## src/rtl/pipe_hazard_ctrl.sv

```systemverilog
// Pipeline stall/flush controller: per-side cache-miss FSMs, deferred jump flush,
// optional IF/ID bubble on instruction misses and a saturating stall-cycle counter.
module pipe_hazard_ctrl #(
    parameter int unsigned NSTAGES         = 5,
    parameter int unsigned DMEM_STAGE      = 2,
    parameter int unsigned FLUSH_DEPTH     = 2,
    parameter bit          BUBBLE_ON_IMISS = 1'b1,
    parameter int unsigned CNT_W           = 16
) (
    input  logic               clk,
    input  logic               rst_n,
    input  logic               imiss,
    input  logic               ifill,
    input  logic               dmiss,
    input  logic               dfill,
    input  logic               jump,
    input  logic               clr_cnt,
    output logic               pc_we,
    output logic [NSTAGES-1:0] stage_we,
    output logic [NSTAGES-1:0] stage_flush,
    output logic               busy,
    output logic [CNT_W-1:0]   stall_cnt
);

    typedef enum logic [1:0] {I_RUN, I_MISS, I_FILL} i_state_t;
    typedef enum logic [1:0] {D_RUN, D_MISS, D_FILL} d_state_t;

    localparam logic [CNT_W-1:0] CNT_MAX = {CNT_W{1'b1}};

    i_state_t i_state, i_next;
    d_state_t d_state, d_next;
    logic     jump_pend, jump_pend_next;
    logic     i_hold, d_hold, jump_req;

    // State register
    always_ff @(posedge clk or negedge rst_n) begin
        if (!rst_n) begin
            i_state   <= I_RUN;
            d_state   <= D_RUN;
            jump_pend <= 1'b0;
        end else begin
            i_state   <= i_next;
            d_state   <= d_next;
            jump_pend <= jump_pend_next;
        end
    end

    // Next-state and combinational stall/flush decode
    always_comb begin
        i_next         = i_state;
        d_next         = d_state;
        jump_pend_next = jump_pend;
        pc_we          = 1'b1;
        stage_we       = '1;
        stage_flush    = '0;
        i_hold         = 1'b0;
        d_hold         = 1'b0;
        jump_req       = jump | jump_pend;

        // FILL ignores a miss: the cache may still report the stale one for a cycle
        case (i_state)
            I_RUN:   if (imiss) i_next = I_MISS;
            I_MISS:  if (ifill) i_next = I_FILL;
            I_FILL:  i_next = I_RUN;
            default: i_next = I_RUN;
        endcase

        case (d_state)
            D_RUN:   if (dmiss) d_next = D_MISS;
            D_MISS:  if (dfill) d_next = D_FILL;
            D_FILL:  d_next = D_RUN;
            default: d_next = D_RUN;
        endcase

        i_hold = ((i_state == I_RUN) && imiss) || (i_state == I_MISS);
        d_hold = ((d_state == D_RUN) && dmiss) || (d_state == D_MISS);

        if (d_hold) begin
            pc_we = 1'b0;
            for (int unsigned i = 0; i < NSTAGES; i++) begin
                if (i <= DMEM_STAGE) stage_we[i] = 1'b0;
            end
        end else if (i_hold) begin
            pc_we = 1'b0;
            if (BUBBLE_ON_IMISS) begin
                stage_we[0]    = 1'b1;
                stage_flush[0] = 1'b1;
            end else begin
                stage_we[0] = 1'b0;
            end
        end else if (jump_req) begin
            for (int unsigned i = 0; i < NSTAGES; i++) begin
                if (i < FLUSH_DEPTH) stage_flush[i] = 1'b1;
            end
        end

        // A jump blocked by a hold waits; it is consumed the cycle it flushes
        jump_pend_next = (d_hold || i_hold) ? jump_req : 1'b0;
    end

    assign busy = (i_state != I_RUN) || (d_state != D_RUN);

    // Saturating count of cycles with the PC frozen
    always_ff @(posedge clk or negedge rst_n) begin
        if (!rst_n) begin
            stall_cnt <= '0;
        end else if (clr_cnt) begin
            stall_cnt <= '0;
        end else if (!pc_we && (stall_cnt != CNT_MAX)) begin
            stall_cnt <= stall_cnt + CNT_W'(1);
        end
    end

endmodule

```

## config.mk

```make
export PLATFORM = sky130hd
export DESIGN_NAME = pipe_hazard_ctrl
export DESIGN_NICKNAME = d
export VERILOG_FILES = /design/src/rtl/pipe_hazard_ctrl.sv
export SDC_FILE = /design/constraint.sdc
export NUM_CORES = 1
export LEC_CHECK = 0
export BUFFER_PORTS_ARGS = -buffer_cell sky130_fd_sc_hd__buf_2
export CAP_MARGIN = 30
export CORE_UTILIZATION = 30
export DETAILED_ROUTE_END_ITERATION = 12
export GPL_ROUTABILITY_DRIVEN = 0
export GPL_TIMING_DRIVEN = 0
export SETUP_SLACK_MARGIN = 0.2
export SLEW_MARGIN = 20
export SYNTH_ARGS = -nofsm -noshare
export SYNTH_HDL_FRONTEND = slang
export SYNTH_SLANG_ARGS = --single-unit
```

## constraint.sdc

```tcl
create_clock -name clk -period 4.4 [get_ports clk]
set_clock_uncertainty 0.1 [all_clocks]
set_input_delay 1.32 -clock clk [delete_from_list [all_inputs] [get_ports clk]]
set_output_delay 1.32 -clock clk [all_outputs]
set_load 0.005 [all_outputs]
```

; After elaboration in Yosys (flattened, before gate mapping)
; Cells that the tools add are included.
[op_classes]
reduce_logical = 15
addsub = 1
n_eq_ne = 7
n_bitwise = 1
n_mux = 17
[op_table]
columns = cell, n
row1 = $mux 16, 2
row2 = $add 16x1->16 const B, 1
row3 = $ne 16x16->1 const B, 1
row4 = $mux 2, 7
row5 = $ne 2x2->1 const B, 4
row6 = $pmux 2 s2, 2
row7 = $mux 1, 6
row8 = $reduce_bool 2->1, 3
row9 = $eq 2x1->1 const B, 2
row10 = $logic_not 2->1, 2
row11 = $logic_or 1x1->1, 4
row12 = $reduce_and 2->1, 2
row13 = $logic_and 1x1->1, 3
row14 = $logic_not 1->1, 1
row15 = $or 1x1->1, 1
[word_totals]
regBits = 21
in_bits = 8

; Longest topological paths before layout
; Gate-level depths: netlist of the first run.
[logic_depth]
depth_word = 9
mapped_depth = 6
mapped_depth_nobuf = 5

; Least setup slack after synthesis of the first run
; OpenSTA, ideal clock, no wires.
[synth_path]
path_type = input port to output port
start = input port dmiss
end = output port pc_we
path_slack_ps = 935
path_buffers = 1
stages = 3
required_ps = 2980
arrival_time_ps = 2045
cell_sequence = o21ba_4 nor2_1 clkbuf_1
[synth_via]
elab_chain_cells = 3
[synth_lines]
columns = element, line
row1 = "start, declared", 14  ; input logic dmiss,
row2 = $logic_and 1x1->1, 76  ; d_hold = ((d_state == D_RUN) && dmiss) || (d_state == D_MISS);
row3 = $logic_or 1x1->1, 76
row4 = $mux 1, 78  ; if (d_hold) begin
row5 = "end, declared", 18  ; output logic pc_we,
; No other way between the ends.

; Worst setup path in the final report of the first run
; Same ends and word-level chain as after synthesis.

==> results of run 1 <==
==> kinds of logic (layout without fill, tap and decap cells) <==
| logic type | Yosys count | after routing | share of synthesized area, % |
|---|---|---|---|
| buffers and inverters | 11 | 45 | 7.291 |
| DFF | 21 | 21 | 43.75 |
| and+or+nand+nor | 45 | 45 | 24.27 |
| adders and majority gates | 1 | 1 | 1.042 |
| AOI/OAI and AO/OA | 43 | 43 | 23.02 |
| other | 2 | 5 | 0.6252 |
==> cells in the mapped netlist <==
master     instances
or4_1              9
nor2_1             5
o21a_1             1
o31ai_1           10
a211o_1            1
ha_1               1
nor3_2             1
o21ba_2            2
clkbuf_8           2
and4_1             3
nor3b_1            1
buf_4              7
or4_2              1
or3_1              5
nand2_1            6
inv_2              1
a21oi_1           18
o2111ai_1          1
nand4_1            7
o21bai_1           1
nand3_1            3
or3_2              1
and3_1             1
o21ba_4            1
o211ai_1           1
dfrtp_1           21
o21ai_0            7
nor4_4             1
nor3_1             1
clkbuf_1           1
conb_1             2
==> final timing paths <==
| check | to | slack, ns | cells after the start |
|---|---|---|---|
| setup reg to reg | stall_cnt[5]$_DFFE_PN0P_ | 2.35 | 6 |
| max in group asynchronous | stall_cnt[15]$_DFFE_PN0P_ | 2.97 | 1 |
| min in group asynchronous | stall_cnt[0]$_DFFE_PN0P_ | 0.91 | 1 |
| setup / recovery | pc_we | 0.37 | 5 |
| hold reg to reg | d_state[1]$_DFFE_PN0P_ | 0.36 | 1 |
| hold / removal | d_state[1]$_DFFE_PN0P_ | 0.36 | 1 |
==> registers in the layout, summed over array words and instances, names as in the netlist <==
name / flops
i_state: 2
d_state: 2
jump_pend: 1
stall_cnt: 16
==> power breakdown <==
group | leakage, uW | switching (uW) | internal [uW]
logic | 0.000344 | 73.4 | 71.6
registers | 0.000282 | 26.1 | 216
clock network | 0.0000228 | 59.3 | 64.4
total | 0.000649 | 159 | 352
==> area by class of cell <==
cell class | count | area [um2] | share of cell area (%)
buffer | 10 | 83.83 | 5.712
tap | 48 | 60.06 | 4.092
clock buffer | 4 | 45.04 | 3.069
timing repair buffer | 30 | 150.1 | 10.23
sequential | 21 | 525.5 | 35.81
multi-input combinational | 94 | 599.3 | 40.84
inverter | 1 | 3.754 | 0.2558
==> metrics by stage <==
stage / cell area [um2] / utilization, % / hold WS (ns) / total power, uW
floorplan: 1212 / - / 0.3155 / 331.9
global placement: 1423 / 38.00 / 0.3360 / 388.5
global route: 1468 / 39.20 / 0.3922 / 546.8
detailed placement: 1423 / 38.00 / 0.3586 / 393.6
CTS: 1468 / 39.20 / 0.3688 / 517.9
finish: 1468 / 39.20 / 0.3582 / 511.0
==> per-layer routing <==
layer,up-vias,global-route usage [%]
li1,548,-
met1,534,19.17
met2,31,25.00
met3,4,2.257
met4,0,6.522
met5,-,0
==> out/results.env, run 1 <==
WORSTHOLDPATHTYPE='reg -> reg'
MIN_PERIOD_OVER_PERIOD_PCT=91.58
SUM_OF_ROUTED_WIRE_LENGTH_OVER_ALL_LAYERS_UM=2866
POSTSYNTHCELLCOUNT=123
EFFECTIVE_UTILIZATION_AT_FLOORPLAN_PCT=32.09
MOSTFREQUENTLAYOUTCELLS='buf_2 (30), dfrtp_1 (21), a21oi_1 (18)'
CRIT_START='dmiss'
CTS.REPAIR.RESIZED=0
POST-SYNTH-TOP-AREA-CELL='dfrtp_1'
CRIT_PATH_MAX_DELAY_CELL_TYPE='clkbuf_1'
DESIGN.PORTCOUNT=36
TIMING.HOLD.WORST.START='d_state[1]$_DFFE_PN0P_'
WIRELENGTH_MET1_UM=1288
CLK_LATENCY_NS=0.26
OUTCOME='completed'
ROW_COUNT=22
DR.FIRST_ITER.DRC_COUNT=26
PRE_CTS_WS_NS=0.3701
CELL_COUNT_FINAL_FILLERS_OUT=208
PATH_CELLS='buf_2 > o21ba_4 > nor2_1 > clkbuf_1 > buf_2'
LAYOUT_CELL_SHARE_WITH_DRIVE_STRENGTH_BEYOND_1_PCT=31.25
SYNTH.TOP_CELLS.BY_AREA='dfrtp_1 (44%), a21oi_1 (7.5%), o31ai_1 (6.3%), or4_1 (5.6%), buf_4 (4.4%)'
PEAK_VDD_IR_V=0.0002067
GRT_PASS1_VIAS=1064
CORE_AREA_UM2=3744
YOSYS_REGISTER_BITS=21
TIMING.CRITICAL_PATH.BUF_INV=3
FIN_SETUP_TNS_NS=0
SYNTH.AVG_CELL_AREA_UM2=9.765
BUFFER_PORTS.INSERTED=30
ROUTE.VIAS.TOTAL=1117
CLKTRANSATPATHREGS_NS=0.07
ANTENNA_FOUND_INITIAL=0
HOLD_VIOL=0
GRT.TOTAL_USAGE_PCT=15.02
SETUP-VIOLATIONS-FINAL=0
FINAL-MAX-SLEW-VIOLATION-COUNT=0
GRT.OVERFLOW.TOTAL=0
WORST_PATH_MOST_REPEATED_CELL='buf_2'
YOSYSWARNINGS=0
NUMCTSBUFFERS=3
MOSTFREQUENTLAYOUTCELL='buf_2'
CTS_SETUP_BUFFERS=0
PATH_DELAY_FAMILY='buffers and inverters'
CRIT_TYPE='in -> out'
CLK_ROOT_BUFFER_CELL='clkbuf_8'
FLOORPLAN.DIE_AREA_UM2=4261
CRITICAL_PATH_DATA_ARRIVAL_TIME_NS=2.61
REGTOREGSTARTPOINT='stall_cnt[0]$_DFFE_PN0P_'
CAP_VIOL_MAX_COUNT=0
CTS_TREE='done'
FMAXACHIEVABLE_MHz=248.2
STATIC-LEAKAGE-POWER_uW=0.0006488
CTSHTREEMAXLEVEL=1
GRT_FIRST_PASS_WIRELENGTH_UM=4981
MET2WIRELENGTH_UM=1378
CP_SLOWEST_STAGE_DELAY_NS=0.41
POWER_DENSITY_nW_PER_UM2=348.1
ROUTED_VIA_DENSITY=5.370
ANT_NETS=0
CRITICAL_PATH.MAX_FANOUT=10
ROUTE.MET3.WL_UM=158
CRITPATHLAUNCHTYPE='primary input'
DETAILED_PLACE_HPWL_UM=2130
DRT_PRE_ANTENNA_ITERS=4
CTS.HOLD.BUFFERS_ADDED=0
WIRE_PER_INST_UM=13.78
PERIOD_NEEDED_NS=4.030
POST-PLACE-CELLS=204
RSZ_0062_RAISED_AFTER_GLOBAL_ROUTING='no'
CRITICAL_PATH.ENDPOINT_TYPE='output pin'
NUM-FILL-CELLS=394
CTS.PATH.MAX_BUFFERS=2
YOSYSUNIQUECELLTYPES=31
YOSYSSEQAREASHARE_PCT=43.75
DIE-WIDTH_UM=65.28
WORST-ENDPOINT-REQUIRED_NS=2.98
SYNTHDOMINANTCELLAREASHARE_PCT=43.75
FINALNETCOUNT=170
NETLIST_AREA_UM2=1201
AREA_GROWTH_PCT=22.19
TOP_LAYER_USED='met4'
POSTLAYOUTSETUPSLACKWORST_NS=0.3704
N_ANTENNA_CELL=0
DRC_ERRORS=0
LARGEST_NET_DEGREE_AT_THE_START_OF_GLOBAL_ROUTING=22
CTS_SINKS=21
DIE-HEIGHT_UM=65.28
No activity file was read; power rests on OpenSTA's default activity.
==> run 2, diff against run 1 <==
CORE_UTILIZATION = 54   (was 30)
PLACE_DENSITY = 0.83   (was unset)
==> run 2 against run 1 <==
Effect of this change:
- count of clock-buffer cells in the layout is 1 lower
- sequential share of layout area is 1.1 points higher
- wire length is 4.7% lower
- maximum frequency hardly changed
- combinational power hardly changed
- hold slack better by 0.024 ns
- cell area is 3.0% lower
- die area is 43% lower
- first-iteration DRC count is 12% higher
- register-to-register slack worse by 0.02 ns
- sequential power hardly changed
- via count is 1.5% higher
- critical endpoint unchanged
==> out/results.env, run 2 (synthesis results as in run 1) <==
DETAILED_PLACE_HPWL_UM=1977  # -7.2%
NUM-FILL-CELLS=165  # -58%
CAP_VIOL_MAX_COUNT=0  # unchanged
WORST-ENDPOINT-REQUIRED_NS=2.98  # about the same
CRITICAL_PATH_DATA_ARRIVAL_TIME_NS=2.61  # about the same
GRT.OVERFLOW.TOTAL=0  # unchanged
FLOORPLAN.DIE_AREA_UM2=2417  # -43%
ROUTE.VIAS.TOTAL=1134  # +1.5%
FIN_SETUP_TNS_NS=0  # unchanged
CTS.HOLD.BUFFERS_ADDED=0  # unchanged
RSZ_0062_RAISED_AFTER_GLOBAL_ROUTING='no'
CRIT_TYPE='in -> out'
ANT_NETS=0  # unchanged
ANTENNA_FOUND_INITIAL=0  # unchanged
NUMCTSBUFFERS=3  # unchanged
FMAXACHIEVABLE_MHz=248.2  # about the same
SETUP-VIOLATIONS-FINAL=0  # unchanged
MOSTFREQUENTLAYOUTCELLS='buf_2 (30), dfrtp_1 (21), a21oi_1 (18)'
POWER_DENSITY_nW_PER_UM2=337.4  # -3.1%
LAYOUT_CELL_SHARE_WITH_DRIVE_STRENGTH_BEYOND_1_PCT=31.87  # +0.62 points
LARGEST_REGISTERS='stall_cnt x16, d_state x2, i_state x2'
LARGEST_REGISTER_FFS=16  # unchanged
N_ANTENNA_CELL=0  # unchanged
CTS.REPAIR.RESIZED=0  # unchanged
AREA_GROWTH_PCT=18.54
WORSTHOLDPATHTYPE='reg -> reg'
EFFECTIVE_UTILIZATION_AT_FLOORPLAN_PCT=59.41  # +27 points
WIRE_PER_INST_UM=14.60  # +6.0%
DRC_ERRORS=0  # unchanged
OUTCOME='completed'
DIE-WIDTH_UM=49.17  # -25%
CORE_AREA_UM2=2022  # -46%
DR.FIRST_ITER.DRC_COUNT=29  # +12%
ROUTED_VIA_DENSITY=6.064  # +13%
ROW_COUNT=16  # -27%
CLK_LATENCY_NS=0.30  # +0.04 ns
HOLD_SLACK_NS=0.3826  # +0.02444 ns
PERIOD_NEEDED_NS=4.028  # -0.001214 ns
SUM_OF_ROUTED_WIRE_LENGTH_OVER_ALL_LAYERS_UM=2730  # -4.7%
HOLD_VIOL=0  # unchanged
DIE-HEIGHT_UM=49.17  # -25%
CTS_TREE='done'
CTS_SETUP_BUFFERS=0  # unchanged
FINALNETCOUNT=170  # unchanged
DESIGN.PORTCOUNT=36  # unchanged
CLK_ROOT_BUFFER_CELL='clkbuf_4'
CTSHTREEMAXLEVEL=1  # unchanged
CTS_SINKS=21  # unchanged
PEAK_VDD_IR_V=0.0002313  # +12%
DRT_PRE_ANTENNA_ITERS=4  # unchanged
LARGEST_REGISTER='stall_cnt'
CRITICAL_PATH.ENDPOINT_TYPE='output pin'
FINAL-MAX-SLEW-VIOLATION-COUNT=0  # unchanged
LARGEST_NET_DEGREE_AT_THE_START_OF_GLOBAL_ROUTING=22  # unchanged
CRITPATHLAUNCHTYPE='primary input'
CRITICAL_PATH.MAX_FANOUT=10  # unchanged
MIN_PERIOD_OVER_PERIOD_PCT=91.56  # about the same
MOSTFREQUENTLAYOUTCELL='buf_2'
GRT_FIRST_PASS_WIRELENGTH_UM=4554  # -8.6%
CTS.PATH.MAX_BUFFERS=2  # unchanged
BUFFER_PORTS.INSERTED=30  # unchanged
GRT_PASS1_VIAS=1036  # -2.6%
CLKTRANSATPATHREGS_NS=0.12  # +0.05 ns
GRT.TOTAL_USAGE_PCT=24.58  # +9.6 points
STATIC-LEAKAGE-POWER_uW=0.0006438  # -0.78%
-- run 2: changes by cell type in the layout (fill, tap and decap cells not counted) --
cell,before,now
clkbuf_8,5,2
clkinv_2,0,1
clkbuf_4,0,3
clkbuf_1,2,1
-- run 2: metrics by stage --
| step | total power, uW | instances | utilization (%) | area (um2) | worst slack (ns) |
|---|---|---|---|---|---|
| floorplan | 331.9 | 126 | - | 1212 | 0.9354 |
| global placement | 384.9 | 183 | 69.06 | 1396 | 0.4106 |
| detailed placement | 390.3 | 183 | 69.06 | 1396 | 0.3905 |
| CTS | 483.3 | 187 | 70.42 | 1424 | 0.3865 |
| global route | 510.7 | 187 | 70.42 | 1424 | 0.3377 |
| finish | 480.5 | 187 | 70.42 | 1424 | 0.3716 |
-- run 2: final timing paths --
check                                               from                       end  slack, ns  cells after the start
worst max-delay path                               dmiss                     pc_we       0.37                      5
worst min register to register    d_state[1]$_DFFE_PN0P_    d_state[1]$_DFFE_PN0P_       0.38                      1
worst min-delay path              d_state[1]$_DFFE_PN0P_    d_state[1]$_DFFE_PN0P_       0.38                      1
max in group asynchronous                          rst_n  stall_cnt[5]$_DFFE_PN0P_       3.03                      1
worst max register to register  stall_cnt[1]$_DFFE_PN0P_  stall_cnt[7]$_DFFE_PN0P_       2.33                      6
min in group asynchronous                          rst_n    i_state[1]$_DFFE_PN0P_       0.85                      1
-- run 2: final cells by class --
cell class	instances	area [um2]	area share (%)
timing repair buffer	30	150.1	10.54
clock inverter	1	5.005	0.3515
tap	27	33.78	2.373
buffer	10	83.83	5.888
inverter	1	3.754	0.2636
multi-input combinational	94	599.3	42.09
sequential	21	525.5	36.91
clock buffer	3	22.52	1.582
-- run 2: critical path, cell delays in order --
cell and delay, ns:
buf_2 0.10, o21ba_4 0.21, nor2_1 0.37, clkbuf_1 0.41, buf_2 0.20
-- run 2: power breakdown --
part | switching [uW] | internal [uW] | total (uW) | leakage (uW)
sequential | 25.8 | 216 | 242 | 0.000282
combinational | 74.1 | 71.5 | 146 | 0.000344
clock | 59.1 | 33.9 | 93.0 | 0.0000177
-- run 2: metal layers --
layer / part of all wire [%] / up-vias / track usage (%)
met2: 51 / 40 / 43.38
met4: 0.88 / 0 / 8.824
met5: 0 / - / 0
li1: - / 541 / -
met3: 4.9 / 4 / 3.427
met1: 44 / 549 / 30.28
